## src/rtl/bus_xfer_pkg.sv

```systemverilog
// Shared types and defaults for the register-bus transfer sequencer.
// Provides the FSM state enum and the default bus geometry.
package bus_xfer_pkg;

  localparam int NREG_DEF  = 8;
  localparam int WIDTH_DEF = 16;
  localparam int SELW_DEF  = $clog2(NREG_DEF);

  typedef enum logic [2:0] {
    IDLE,
    DRIVE,
    WRITE,
    FIN,
    FAULT
  } state_t;

endpackage

```

## src/rtl/sel_decoder.sv

```systemverilog
// Index to one-hot strobe decoder with enable.
// Ports: en, sel[SELW-1:0] in; onehot[NREG-1:0] out (all 0 if sel >= NREG).
module sel_decoder #(
  parameter int NREG = 8,
  parameter int SELW = 3
) (
  input  logic            en,
  input  logic [SELW-1:0] sel,
  output logic [NREG-1:0] onehot
);

  always_comb begin
    onehot = '0;
    for (int i = 0; i < NREG; i++) begin
      if (en && sel == SELW'(i)) begin
        onehot[i] = 1'b1;
      end
    end
  end

endmodule

```

## src/rtl/bus_xfer_ctrl.sv

```systemverilog
// Register-bus move sequencer: LDBUS[src], capture bus, WR[dst], DONE.
// Ports: clk, RST, REQ_VALID/READY, SRC/DST_SEL, BUS_IN in; strobes, BIN_OUT, DONE, ERR, XFER_CNT out.
module bus_xfer_ctrl
  import bus_xfer_pkg::*;
#(
  parameter int NREG  = NREG_DEF,
  parameter int WIDTH = WIDTH_DEF,
  parameter int SELW  = $clog2(NREG)
) (
  input  logic             clk,
  input  logic             RST,
  input  logic             REQ_VALID,
  output logic             REQ_READY,
  input  logic [SELW-1:0]  SRC_SEL,
  input  logic [SELW-1:0]  DST_SEL,
  input  logic [WIDTH-1:0] BUS_IN,
  output logic [NREG-1:0]  LDBUS,
  output logic [NREG-1:0]  WR,
  output logic [WIDTH-1:0] BIN_OUT,
  output logic             DONE,
  output logic             ERR,
  output logic [15:0]      XFER_CNT
);

  localparam logic [SELW:0] NLIM = (SELW+1)'(NREG);

  state_t           state;
  logic             rdy_q;
  logic [SELW-1:0]  dst_q;
  logic [WIDTH-1:0] hold;
  logic             sel_ok;
  logic             accept;
  logic [NREG-1:0]  ld_nxt;
  logic [NREG-1:0]  wr_nxt;

  assign sel_ok = ({1'b0, SRC_SEL} < NLIM) &&
                  ({1'b0, DST_SEL} < NLIM);
  assign accept = (state == IDLE) && REQ_VALID;

  sel_decoder #(.NREG(NREG), .SELW(SELW)) u_ld_dec (
    .en     (accept && sel_ok),
    .sel    (SRC_SEL),
    .onehot (ld_nxt)
  );

  sel_decoder #(.NREG(NREG), .SELW(SELW)) u_wr_dec (
    .en     (state == DRIVE),
    .sel    (dst_q),
    .onehot (wr_nxt)
  );

  // Ready is held low for the whole reset, then comes up at once.
  assign REQ_READY = rdy_q & ~RST;
  assign BIN_OUT   = hold;

  always_ff @(posedge clk or posedge RST) begin
    if (RST) begin
      state    <= IDLE;
      rdy_q    <= 1'b1;
      dst_q    <= '0;
      hold     <= '0;
      LDBUS    <= '0;
      WR       <= '0;
      DONE     <= 1'b0;
      ERR      <= 1'b0;
      XFER_CNT <= '0;
    end else begin
      LDBUS <= ld_nxt;
      WR    <= wr_nxt;
      DONE  <= 1'b0;
      ERR   <= 1'b0;
      unique case (state)
        IDLE: begin
          if (REQ_VALID) begin
            dst_q <= DST_SEL;
            rdy_q <= 1'b0;
            if (sel_ok) begin
              state <= DRIVE;
            end else begin
              state <= FAULT;
              ERR   <= 1'b1;
            end
          end
        end
        DRIVE: begin
          hold  <= BUS_IN;
          state <= WRITE;
        end
        WRITE: begin
          DONE     <= 1'b1;
          XFER_CNT <= XFER_CNT + 16'd1;
          state    <= FIN;
        end
        FIN, FAULT: begin
          rdy_q <= 1'b1;
          state <= IDLE;
        end
        default: begin
          rdy_q <= 1'b1;
          state <= IDLE;
        end
      endcase
    end
  end

endmodule

```

## config.mk

```make
export PLATFORM = sky130hd
export DESIGN_NAME = bus_xfer_ctrl
export DESIGN_NICKNAME = d
export VERILOG_FILES = /design/src/rtl/bus_xfer_pkg.sv /design/src/rtl/sel_decoder.sv /design/src/rtl/bus_xfer_ctrl.sv
export SDC_FILE = /design/constraint.sdc
export NUM_CORES = 1
export LEC_CHECK = 0
export BUFFER_PORTS_ARGS = -buffer_cell sky130_fd_sc_hd__buf_2
export CAP_MARGIN = 20
export CORE_MARGIN = 5
export CORE_UTILIZATION = 34
export DETAILED_ROUTE_END_ITERATION = 8
export RECOVER_POWER = 50
export SETUP_SLACK_MARGIN = 0.05
export SYNTH_ARGS = -nofsm -noshare
export SYNTH_HDL_FRONTEND = slang
export SYNTH_HIERARCHICAL = 1
export SYNTH_SLANG_ARGS = --single-unit
```

## constraint.sdc

```tcl
create_clock -name clk -period 1.8 [get_ports clk]
set_input_delay 0.45 -clock clk [delete_from_list [all_inputs] [get_ports clk]]
set_output_delay 0.45 -clock clk [all_outputs]
set_load 0.05 [all_outputs]
```

==> flow_metrics.py <==
metrics = {
    "sta": {
        "hold_viol_final": 0,
        "worst_slew_pin_slew_ns": 0.631,
        "finalSetupViolCount": 0,
        "clock_skew_ns": 0.00494,
        "fin_crit_sh_pct": 92.9,
        "relSlewSlack_pct": 57.7,
        "period_needed_ns": 1.67,
        "finalSetupTns_ns": 0,
        "rsz0062_at_grt": "false",
        "slew_viol_final": 0,
        "fmax_mhz": 598,
    },
    "placed_design": {
        "hpwlAfterDp_mm": 3.33,
        "numPlacedInstances": 308,
        "placement.io_buffers": 74,
        "place_congestion": 0.751,
    },
    "grt": {
        "globalRouteTotalUtil_pct": 10.8,
        "antenna_found_initial": 0,
        "grt_pass1_vias": 1524,
        "grt_overflow_total": 0,
        "grt_pass1_wl_mm": 7.45,
        "grt_max_degree": 25,
    },
    "status": {
        "status": "completed",
    },
    "cts": {
        "root_buffer": "clkbuf_8",
        "cts_resized": 0,
        "cts_buffers": 5,
        "cts.sinks": 55,
        "cts_tree": "yes",
        "cts_max_level": 2,
        "clk_pin_slew_ns": 0.09,
        "clkLatencyLatePin_ns": 0.30,
        "post_cts_buffers": 0,
        "clock_path_buffers": 2,
        "postCtsHoldBufs": 0,
    },
    "yosys": {
        "seq_area_frac_synth_pct": 61.3,
        "synthArstFlopShare_pct": 100,
        "netlist_area_mm2": 0.00225,
        "synth_cell_type_count": 29,
        "yosys_warnings": 6,
        "syn_area_per_cell_um2": 14.5,
        "synth.area.top_cells": "dfrtp_1, mux2_2, xor2_1",
        "synth_enable_flop_cells": 0,
        "syn_inst": 155,
        "yosysTopAreaCellShare_pct": 60.1,
        "synth_nets": 185,
        "ys_ff_latch": 55,
        "synth_top_area_cell": "dfrtp_1",
        "synthFlopType": "dfrtp_1",
    },
    "setup_path": {
        "cp.arrival_ns": 1.22,
        "rr_worst_depth": 6,
        "cp_max_fo": 2,
        "r2r_start": "state[0]",
        "endpoint": "REQ_READY",
        "start_kind": "register",
        "cp-end-kind": "output port",
        "rr_endpoint": "XFER_CNT[6]",
        "rrSetupSlack_ns": 0.20,
        "startpoint": "rdy_q",
        "criticalPathCategory": "register to output port",
        "crit_required_ns": 1.35,
    },
    "power": {
        "peakVddDrop_mv": 1.16,
        "leakage_nw": 1.39,
        "power.density_mw_per_mm2": 1720,
    },
    "route": {
        "wire_per_inst_um": 13.9,
        "drtIter0Drc": 31,
        "antenna_left": 0,
        "viasPerCell": 4.71,
        "num_vias": 1488,
        "totalWireLength_mm": 4.38,
        "firstDrtPassIters": 4,
        "drc_errors": 0,
    },
    "floorplan": {
        "die_area_mm2": 0.00834,
        "io_pins": 76,
        "rows": 29,
        "die_h_um": 91.3,
        "die_w_um": 91.3,
        "core_area_mm2": 0.00639,
        "start_util_pct": 35.2,
    },
    "worst_hold_path": {
        "min_path_type": "input port to async pin",
    },
    "layout": {
        "areaGrowthSynthToFinish_pct": 24.2,
        "drive_gt1_share_pct": 46.0,
        "mostFrequentLayoutCell": "buf_2",
        "antennaDiodeCount": 0,
        "utilization_pct": 43.7,
        "instances_no_fill": 316,
        "layout_common_cells": "buf_2, dfrtp_1, clkbuf_1",
        "nets": 268,
    },
    "flow_run": {
        "drv_cap": 0,
    },
}
## routing by layer
metal  routed length (um)  part of all wire [%]  global-route usage (%)  vias to the layer above
met2                 2040                    47                    17.3                       56
met3                  421                   9.6                    4.13                        6
met5                    0                     0                       0                        -
met4                   57                   1.3                    4.03                        0
li1                     -                     -                       -                      713
met1                 1860                    42                    13.3                      713
## synthesized netlist by cell type (all sizes together), types with 3 or more instances
cell type and number:
ha 5, o21ai 3, dfrtp 54, xor2 11, nor2 3, nand4 7, mux2 20, and4b 6
nor3 3, inv 5, xnor2 4, and4bb 6, nand2 9, buf 3, nor4 4
## worst min path at each step
stage	start	end	slack, ns	cells after the start
after global placement	RST	dst_q[2]	0.46	2
after floorplan	rdy_q	rdy_q	0.47	2
after CTS	RST	state[1]	0.12	2
after detailed placement	RST	dst_q[2]	0.46	2
after global routing	RST	state[1]	0.24	2
final	RST	XFER_CNT[4]	0.18	2
## final cells by class
cell class / count / area (um^2)
Fill cell: 617 / 3590
Inverter: 5 / 20.0
Multi-Input combinational cell: 91 / 835
Sequential cell: 55 / 1380
Clock buffer: 6 / 72.6
Timing Repair Buffer: 80 / 378
Clock inverter: 2 / 12.5
Tap cell: 77 / 96.3
## registers in the layout, indices dropped and copies added, names as in the netlist
signal	count
BIN_OUT	16
XFER_CNT	16
LDBUS	8
WR	8
dst_q	3
state	2
DONE	1
rdy_q	1
## logic make-up (layout without fill, tap and decap cells)
family	count (synthesis)	count (layout)	synth area share, %
muxes	21	21	10.5
xor gates and xnor gates	15	15	5.84
adders and majority gates	5	5	2.78
AOI/OAI and AO/OA	4	4	0.946
DFF	55	55	61.3
buffers and inverters	9	93	1.89
and+or+nand+nor	45	45	16.6
other	1	1	0.167
## power breakdown
| group | switching (W) | internal, W | total [W] |
|---|---|---|---|
| Combinational | 0.00157 | 0.000674 | 0.00224 |
| Clock | 0.000380 | 0.000273 | 0.000652 |
| Sequential | 0.000301 | 0.00161 | 0.00191 |
## critical path, cell delays in order (launching register included)
cell and delay (ns):
dfstp_2 0.54, nor2b_1 0.11, buf_2 0.26
## stage by stage
| stage | power (W) | setup WS (ns) | hold WS, ns | instance area (um^2) |
|---|---|---|---|---|
| floorplan | 0.00368 | 0.135 | 0.469 | 2250 |
| global placement | 0.00423 | 0.292 | 0.457 | 2750 |
| detailed placement | 0.00426 | 0.208 | 0.465 | 2750 |
| CTS | 0.00493 | 0.102 | 0.124 | 2840 |
| global route | 0.00510 | 0.0594 | 0.240 | 2790 |
| finish | 0.00481 | 0.128 | 0.180 | 2790 |
Note: power is estimated with default switching activity, not from simulation.
